`config.mk`:
```
export PLATFORM = sky130hd
export DESIGN_NAME = bcd_result_conv_flat
export DESIGN_NICKNAME = d
export VERILOG_FILES = /design/src/rtl/bcd_result_conv_if.sv /design/src/rtl/bcd_result_conv.sv /design/src/flat_wrapper.sv
export SDC_FILE = /design/constraint.sdc
export NUM_CORES = 1
export LEC_CHECK = 0
export BUFFER_PORTS_ARGS = -buffer_cell sky130_fd_sc_hd__buf_2
export CAP_MARGIN = 20
export CORE_MARGIN = 10
export CORE_UTILIZATION = 45
export CTS_BUF_LIST = sky130_fd_sc_hd__clkbuf_16
export DETAILED_ROUTE_END_ITERATION = 16
export HOLD_SLACK_MARGIN = 0.05
export MAX_ROUTING_LAYER = met4
export PLACE_DENSITY = 0.63
export REMOVE_ABC_BUFFERS = 1
export SLEW_MARGIN = 20
export SYNTH_ARGS = -nofsm -noshare
export SYNTH_HDL_FRONTEND = slang
export SYNTH_SLANG_ARGS = --single-unit
```
`constraint.sdc`:
```
create_clock -name clk -period 3.4 [get_ports clk]
set_input_delay 0.17 -clock clk [delete_from_list [all_inputs] [get_ports clk]]
set_output_delay 0.17 -clock clk [all_outputs]
set_load 0.005 [all_outputs]
```
`src/rtl/bcd_result_conv_if.sv`:
```
// Handshake bundle between the subtractor, the BCD converter and the display driver.
// Both sides are valid/ready: a transfer happens on a rising clk edge where valid and ready are both 1.
interface bcd_result_conv_if #(
  parameter int IN_W   = 12,
  parameter int DIGITS = 4
);
  logic [IN_W-1:0]     in_data;
  logic                in_valid;
  logic                in_ready;
  logic [4*DIGITS-1:0] out_bcd;
  logic                out_neg;
  logic [DIGITS-1:0]   out_digit_on;
  logic                out_valid;
  logic                out_ready;

  modport slave (
    input  in_data, in_valid, out_ready,
    output in_ready, out_bcd, out_neg, out_digit_on, out_valid
  );

  modport master (
    output in_data, in_valid, out_ready,
    input  in_ready, out_bcd, out_neg, out_digit_on, out_valid
  );
endinterface

```
`src/rtl/bcd_result_conv.sv`:
```
// Converts a two's-complement difference to sign + packed BCD using sequential
// double-dabble (one bit per clock), with leading-zero blanking flags for the display.
module bcd_result_conv #(
  parameter int IN_W   = 12,
  parameter int DIGITS = 4
) (
  input  logic       clk,
  input  logic       rst_n,
  bcd_result_conv_if.slave bus,
  output logic [1:0] state_o
);
  localparam int BCD_W = 4 * DIGITS;
  localparam int CNT_W = $clog2(IN_W + 1);
  localparam logic [CNT_W-1:0] LAST = CNT_W'(IN_W - 1);

  typedef enum logic [1:0] {
    IDLE  = 2'd0,
    SHIFT = 2'd1,
    DONE  = 2'd2
  } state_t;

  state_t            state_q;
  logic              neg_q;
  logic [IN_W-1:0]   mag_q;
  logic [BCD_W-1:0]  scratch_q;
  logic [CNT_W-1:0]  count_q;
  logic [BCD_W-1:0]  out_bcd_q;
  logic              out_neg_q;
  logic [DIGITS-1:0] out_digit_on_q;
  logic              out_valid_q;

  logic [IN_W-1:0]   mag_in;
  logic [BCD_W-1:0]  adj;
  logic [BCD_W-1:0]  scratch_d;
  logic [DIGITS-1:0] digit_on_d;
  logic              any_nz;

  // 0x800 negates to itself, which read as unsigned is the wanted 2048.
  assign mag_in = bus.in_data[IN_W-1] ? IN_W'(~bus.in_data + 1'b1) : bus.in_data;

  always_comb begin
    adj = scratch_q;
    for (int i = 0; i < DIGITS; i++) begin
      if (scratch_q[4*i +: 4] >= 4'd5) adj[4*i +: 4] = scratch_q[4*i +: 4] + 4'd3;
    end
    scratch_d  = {adj[BCD_W-2:0], mag_q[IN_W-1]};
    any_nz     = 1'b0;
    digit_on_d = '0;
    for (int i = DIGITS - 1; i >= 0; i--) begin
      any_nz        = any_nz | (scratch_d[4*i +: 4] != 4'd0);
      digit_on_d[i] = any_nz;
    end
    digit_on_d[0] = 1'b1;
  end

  always_ff @(posedge clk or negedge rst_n) begin
    if (!rst_n) begin
      state_q        <= IDLE;
      neg_q          <= 1'b0;
      mag_q          <= '0;
      scratch_q      <= '0;
      count_q        <= '0;
      out_bcd_q      <= '0;
      out_neg_q      <= 1'b0;
      out_digit_on_q <= '0;
      out_valid_q    <= 1'b0;
    end else begin
      case (state_q)
        IDLE: begin
          if (bus.in_valid) begin
            neg_q     <= bus.in_data[IN_W-1];
            mag_q     <= mag_in;
            scratch_q <= '0;
            count_q   <= '0;
            state_q   <= SHIFT;
          end
        end
        SHIFT: begin
          scratch_q <= scratch_d;
          mag_q     <= mag_q << 1;
          count_q   <= count_q + 1'b1;
          if (count_q == LAST) begin
            out_bcd_q      <= scratch_d;
            out_neg_q      <= neg_q;
            out_digit_on_q <= digit_on_d;
            out_valid_q    <= 1'b1;
            state_q        <= DONE;
          end
        end
        DONE: begin
          // Result registers keep the last value after the handshake.
          if (bus.out_ready) begin
            out_valid_q <= 1'b0;
            state_q     <= IDLE;
          end
        end
        default: state_q <= IDLE;
      endcase
    end
  end

  assign bus.in_ready     = rst_n & (state_q == IDLE);
  assign bus.out_bcd      = out_bcd_q;
  assign bus.out_neg      = out_neg_q;
  assign bus.out_digit_on = out_digit_on_q;
  assign bus.out_valid    = out_valid_q;
  assign state_o          = state_q;
endmodule

```
`src/flat_wrapper.sv`:
```
// flat-port wrapper written by rule: the top's interface ports become plain ports
module bcd_result_conv_flat 
#(
  parameter int IN_W   = 12,
  parameter int DIGITS = 4
)
  (clk, rst_n, state_o, bus_in_data, bus_in_valid, bus_out_ready, bus_in_ready, bus_out_bcd, bus_out_neg, bus_out_digit_on, bus_out_valid);
  bcd_result_conv_if #(.IN_W(IN_W), .DIGITS(DIGITS)) bus_i ();
  input  logic clk;
  input  logic rst_n;
  output logic [1:0] state_o;
  input wire logic [$bits(bus_i.in_data)-1:0] bus_in_data;
  input wire logic [$bits(bus_i.in_valid)-1:0] bus_in_valid;
  input wire logic [$bits(bus_i.out_ready)-1:0] bus_out_ready;
  output wire logic [$bits(bus_i.in_ready)-1:0] bus_in_ready;
  output wire logic [$bits(bus_i.out_bcd)-1:0] bus_out_bcd;
  output wire logic [$bits(bus_i.out_neg)-1:0] bus_out_neg;
  output wire logic [$bits(bus_i.out_digit_on)-1:0] bus_out_digit_on;
  output wire logic [$bits(bus_i.out_valid)-1:0] bus_out_valid;
  assign bus_i.in_data = bus_in_data;
  assign bus_i.in_valid = bus_in_valid;
  assign bus_i.out_ready = bus_out_ready;
  assign bus_in_ready = bus_i.in_ready;
  assign bus_out_bcd = bus_i.out_bcd;
  assign bus_out_neg = bus_i.out_neg;
  assign bus_out_digit_on = bus_i.out_digit_on;
  assign bus_out_valid = bus_i.out_valid;
  bcd_result_conv #(.IN_W(IN_W), .DIGITS(DIGITS)) u_core (.clk(clk), .rst_n(rst_n), .bus(bus_i), .state_o(state_o));
endmodule
```
=== After elaboration in Yosys (flattened, before gate mapping) ===
Cells that the tools add are included.

* Input bits: 16
* Word-level logic and storage cells: 58
* Register bits: 57

* Eq/ne operators: 6
* Muxes and demuxes: 18
* Add/subtract/negate cells: 6
* $lt $le $gt $ge: 4
* Reductions and logical operators: 11
* Bitwise operators: 4

{| class="wikitable"
|+ Operators by type and width
! cell !! count
|-
| 16-bit one-hot mux with 2 select lines || 1
|-
| 12-bit 2-to-1 mux || 2
|-
| 12-bit one-hot mux with 2 select lines || 1
|-
| 4-bit by 3-bit >= comparator with 1-bit output (second input constant) || 4
|-
| 16-bit 2-to-1 mux || 1
|-
| 4-bit 2-to-1 mux || 4
|-
| 12-bit by 1-bit adder with 12-bit output (second input constant) || 1
|-
| 4-bit by 2-bit adder with 4-bit output (second input constant) || 3
|-
| 12-bit inverter || 1
|-
| 4-bit nonzero test || 3
|-
| 4-bit one-hot mux with 2 select lines || 1
|-
| 2-bit 2-to-1 mux || 3
|-
| 2-bit one-hot mux with 3 select lines || 1
|-
| 2-bit AND reduction || 3
|-
| 3-bit AND reduction || 2
|-
| 4-bit by 1-bit adder with 4-bit output (second input constant) || 1
|-
| 4-bit == test (second input constant) || 1
|-
| 2-bit != test (second input constant) || 2
|-
| 2-bit nonzero test || 2
|-
| 3-bit by 2-bit adder with 3-bit output (second input constant) || 1
|-
| 3-bit 2-to-1 mux || 1
|-
| 2-bit by 1-bit == test with 1-bit output (second input constant) || 1
|-
| 2-bit == test (second input constant) || 1
|-
| 2-bit logical NOT || 1
|-
| 5 further kinds || 7
|}

=== Depth between registers and ports, before layout ===
* Depth in word-level cells: 5
* Gate-level depth with buffers: 7
* Gate-level depth less buffers: 7

=== Worst setup path before layout ===
OpenSTA, ideal clock, no wires.

* Kind: register -> register
* Start: reg u_core.scratch_q[4]
* End: reg u_core.out_digit_on_q[1], in the netlist u_core.bus.out_digit_on[1]
* Buffers on the path: 0
* Data required time: 3318 ps
* Stages on the path, launching flop included: 8
* Arrival time: 1610 ps
* Slack: 1708 ps
* Setup time: 82 ps
* Period minus slack after synthesis: 1692 ps
* Cell sequence: dfrtp_1 inv_1 ha_1 nand2b_1 a21oi_1 mux2_2 and4_1 a31oi_1

* Cells in the longest elaborated chain, start to end: 5
* Elaborated cells between the ends (all ways): 7
* Those cells by class: 1 x add/sub; 1 x order compare; 1 x mux; 2 x bitwise; 2 x reduce/logical

{| class="wikitable"
|+ Ends and longest elaborated chain
! what !! RTL line !! RTL
|-
| from (decl) || bcd_result_conv.sv:25 || <nowiki>logic [BCD_W-1:0] scratch_q;</nowiki>
|-
| from (signal assigned) || bcd_result_conv.sv:79 || <nowiki>scratch_q <= scratch_d;</nowiki>
|-
| 4-bit by 2-bit adder with 4-bit output / 4-bit by 3-bit >= comparator with 1-bit output (equally long branches) || bcd_result_conv.sv:44 || <nowiki>if (scratch_q[4*i +: 4] >= 4'd5) adj[4*i +: 4] = scratch_q[4*i +: 4] + 4'd3;</nowiki>
|-
| 4-bit 2-to-1 mux (*) || bcd_result_conv.sv:44 ||
|-
| 4-bit nonzero test || bcd_result_conv.sv:50 || <nowiki>any_nz = any_nz | (scratch_d[4*i +: 4] != 4'd0);</nowiki>
|-
| 1-bit bitwise OR || bcd_result_conv.sv:50 ||
|-
| 1-bit bitwise OR (*) || bcd_result_conv.sv:50 ||
|-
| to (signal assigned) || bcd_result_conv.sv:85 || <nowiki>out_digit_on_q <= digit_on_d;</nowiki>
|-
| to (decl) || bcd_result_conv.sv:29 || <nowiki>logic [DIGITS-1:0] out_digit_on_q;</nowiki>
|}

Mark *: on every way between the ends. The rest lies on a longest branch, timed or not.
A chain may end at the register's enable or synchronous reset.

=== Worst setup path after layout ===
* Start: reg u_core.state_q[0], in the netlist u_core.state_o[0]
* End: reg u_core.mag_q[11]

* Cells in the longest elaborated chain, start to end: 3
* Elaborated cells between the ends (all ways): 6
* Those cells by class: 2 x eq/ne; 1 x mux; 3 x reduce/logical

{| class="wikitable"
|+ Ends and longest elaborated chain
! what !! RTL line !! RTL
|-
| from (decl) || bcd_result_conv.sv:22 || <nowiki>state_t state_q;</nowiki>
|-
| from (signal assigned) || bcd_result_conv.sv:58 || <nowiki>state_q <= IDLE;</nowiki>
|-
| from (signal assigned) || bcd_result_conv.sv:75 || <nowiki>state_q <= SHIFT;</nowiki>
|-
| from (signal assigned) || bcd_result_conv.sv:87 || <nowiki>state_q <= DONE;</nowiki>
|-
| 2-bit by 1-bit == test with 1-bit output / 2-bit logical NOT (equally long branches) || bcd_result_conv.sv:68 || <nowiki>case (state_q)</nowiki>
|-
| 2-bit nonzero test (no line) / 2-bit != test (equally long branches) || - ||
|-
| 2-bit AND reduction (no line) || - ||
|-
| to (signal assigned) || bcd_result_conv.sv:72 || <nowiki>mag_q <= mag_in;</nowiki>
|-
| to (signal assigned) || bcd_result_conv.sv:80 || <nowiki>mag_q <= mag_q << 1;</nowiki>
|-
| to (decl) || bcd_result_conv.sv:24 || <nowiki>logic [IN_W-1:0] mag_q;</nowiki>
|}

Parallel ways exist; a longest one is shown, timed or not.

==> flow_metrics.py <==
metrics = {
    "setup_path": {
        "cp_max_fo": 30,
        "cp_slowest_cell": "nand2_1",
        "r2r_cells": 5,
        "crit_chain": "nor2_1 > nand2_1 > and3_1 > a21oi_1 > o21ai_1",
        "worstSetupEndpointType": "flop",
        "cp_num_buf_inv": 0,
        "critPathTopFamily": "simple AND/OR/NAND/NOR gates",
        "r2r_start": "u_core.state_o[0]",
        "cp-start-kind": "flop",
        "r2r-end": "u_core.mag_q[11]",
        "crit_path_max_incr_delay_ns": 0.58,
        "crit_required_ns": 3.56,
        "crit_arrival_ns": 2.12,
        "worstSetupPathType": "reg2reg",
        "rrSetupSlack_ns": 1.45,
    },
    "global_routing": {
        "overflow": 0,
        "track_usage": 0.133,
        "grt_max_degree": 58,
        "antenna_found_initial": 0,
        "grt_pass1_wl_um": 10200,
        "grt_pass1_vias": 2125,
    },
    "clocking": {
        "cts_setup_buffers": 0,
        "clk_latency_ns": 0.32,
        "cts_buffers": 9,
        "cts_tree": "done",
        "path_clk_slew_ns": 0.05,
        "clock_path_buffers": 2,
        "cts_resized": 0,
        "cts_root_buffer": "clkbuf_16",
        "cts_sinks": 57,
        "holdBufCountCts": 0,
        "cts_max_level": 3,
    },
    "die": {
        "io-pin-count": 41,
        "coreArea_um2": 5990,
        "dieArea_um2": 9810,
        "std_cell_rows": 28,
        "start_util": 0.469,
        "die_y_um": 99.0,
        "die_w_um": 99.0,
    },
    "finish": {
        "diodes": 0,
        "drive_above_1_share": 0.171,
        "final_net_count": 363,
        "final_common_cell": "dfrtp_1",
        "area_growth_pct": 17.7,
        "final_cell_mix": "dfrtp_1 (57), o21ai_0 (53), nand2_1 (41), buf_2 (40), nand3_1 (16)",
    },
    "sta": {
        "slew_viol_final": 0,
        "fin_hold_ws_ns": 0.0427,
        "tightest_slew_ns": 0.975,
        "hold_viol": 0,
        "min_period_ns": 1.95,
        "fmax_mhz": 512,
        "setup_viol": 0,
        "skew_ns": 0.00520,
        "rsz0062_at_grt": "false",
        "final.setup.tns_ns": 0,
        "relSlewSlack": 0.348,
        "period_share": 0.574,
        "setup_slack_ns": 1.45,
    },
    "power": {
        "leakage_uw": 0.00155,
        "p_per_area_nw_per_um2": 928,
        "irDropWorstVdd_mv": 0.382,
        "finalPower_uw": 3070,
    },
    "min_path": {
        "hold_path_class": "in2async",
    },
    "route": {
        "drc": 0,
        "via_per_inst": 5.27,
        "first_iter_violations": 77,
        "ant_nets": 0,
        "wire_per_inst_um": 14.6,
        "vias": 2189,
        "first_pass_iters": 4,
        "drt_wl_total_um": 6040,
    },
    "run_status": {
        "status": "complete, no violations",
    },
    "yosys": {
        "synth_edf_count": 0,
        "postSynthAreaPerCell_um2": 9.40,
        "synthFlopType": "dfrtp_1",
        "yosysSeqAreaShare": 0.508,
        "synthCells": 299,
        "syn-cell-area_um2": 2810,
        "ys_ff_latch": 57,
        "synthDistinctLibCells": 33,
        "synth.yosys.warnings": 0,
        "synth-async-reset-ratio": 1.00,
    },
    "placement": {
        "dp_hpwl_um": 4250,
        "place_ws_ns": 1.46,
        "place.gp.congestion": 0.760,
        "portBuffers": 40,
    },
    "run": {
        "maxCapViolations": 0,
    },
}
## worst max path at each step
stage	start	endpoint	slack, ns	cells past startpoint
after floorplan	u_core.state_o[0]	u_core.bus.out_bcd[11]	1.32	4
after global placement	u_core.state_o[0]	u_core.mag_q[11]	1.44	5
after detailed placement	u_core.state_o[0]	u_core.mag_q[11]	1.46	5
after CTS	u_core.state_o[0]	u_core.mag_q[11]	1.45	5
after global routing	u_core.state_o[0]	u_core.mag_q[11]	1.17	5
final	u_core.state_o[0]	u_core.mag_q[11]	1.45	5
## synthesized netlist by cell type, types with 4 or more instances
master | count | area share
a21oi_1 | 14 | 0.025
a22oi_1 | 9 | 0.024
clkbuf_1 | 12 | 0.016
dfrtp_1 | 57 | 0.51
ha_1 | 10 | 0.045
inv_1 | 11 | 0.015
mux2_2 | 4 | 0.016
nand2_1 | 41 | 0.055
nand2b_1 | 9 | 0.020
nand3_1 | 16 | 0.028
nor2_1 | 11 | 0.015
nor3_1 | 5 | 0.0089
nor3b_1 | 6 | 0.016
o21ai_0 | 53 | 0.094
xnor2_1 | 8 | 0.025
xor2_1 | 5 | 0.016
## per-layer routing
layer / wire [um] / global-route usage / vias up / share of wire
li1: - / - / 1119 / -
met1: 2900 / 0.163 / 1016 / 0.48
met2: 2760 / 0.195 / 44 / 0.46
met3: 263 / 0.0405 / 10 / 0.044
met4: 119 / 0.0628 / 0 / 0.020
met5: 0 / - / - / 0
## layout make-up
type / instances / area (um2)
timing repair buffer: 42 / 215
sequential: 57 / 1430
fill: 548 / 2680
clock inverter: 5 / 18.8
multi-input combinational: 216 / 1290
tap: 75 / 93.8
inverter: 11 / 41.3
clock buffer: 9 / 225
## sequential cells by signal, summed over array words and instances, names as in the netlist
signal and flops:
u_core.mag_q 12, u_core.bus.out_neg 1, u_core.bus.out_valid 1, u_core.scratch_q 16, u_core.bus.out_digit_on 4, u_core.bus.out_bcd 16, u_core.state_o 2, u_core.neg_q 1
u_core.count_q 4
## metrics by stage
stage	area (um2)	util	instances
6_report	3310	0.552	415
5_1_grt	3310	0.552	415
4_1_cts	3300	0.552	415
3_5_place_dp	3060	0.511	401
3_3_place_gp	3060	0.511	401
2_1_floorplan	2750	-	284
## cell families after synthesis
family | synth area share
AO/OA/AOI/OAI | 0.164
flip-flops | 0.508
adder cells (fa/ha/maj) | 0.0445
multiplexers | 0.0267
XOR/XNOR | 0.0405
buffers and inverters | 0.0356
AND/OR/NAND/NOR | 0.181
## power by group
group	leakage (uW)	switching, uW	internal, uW
logic	0.000697	658	496
clock network	0.000130	269	468
registers	0.000718	197	982
total	0.00155	1120	1950
Note: power is estimated with default switching activity, not from simulation.
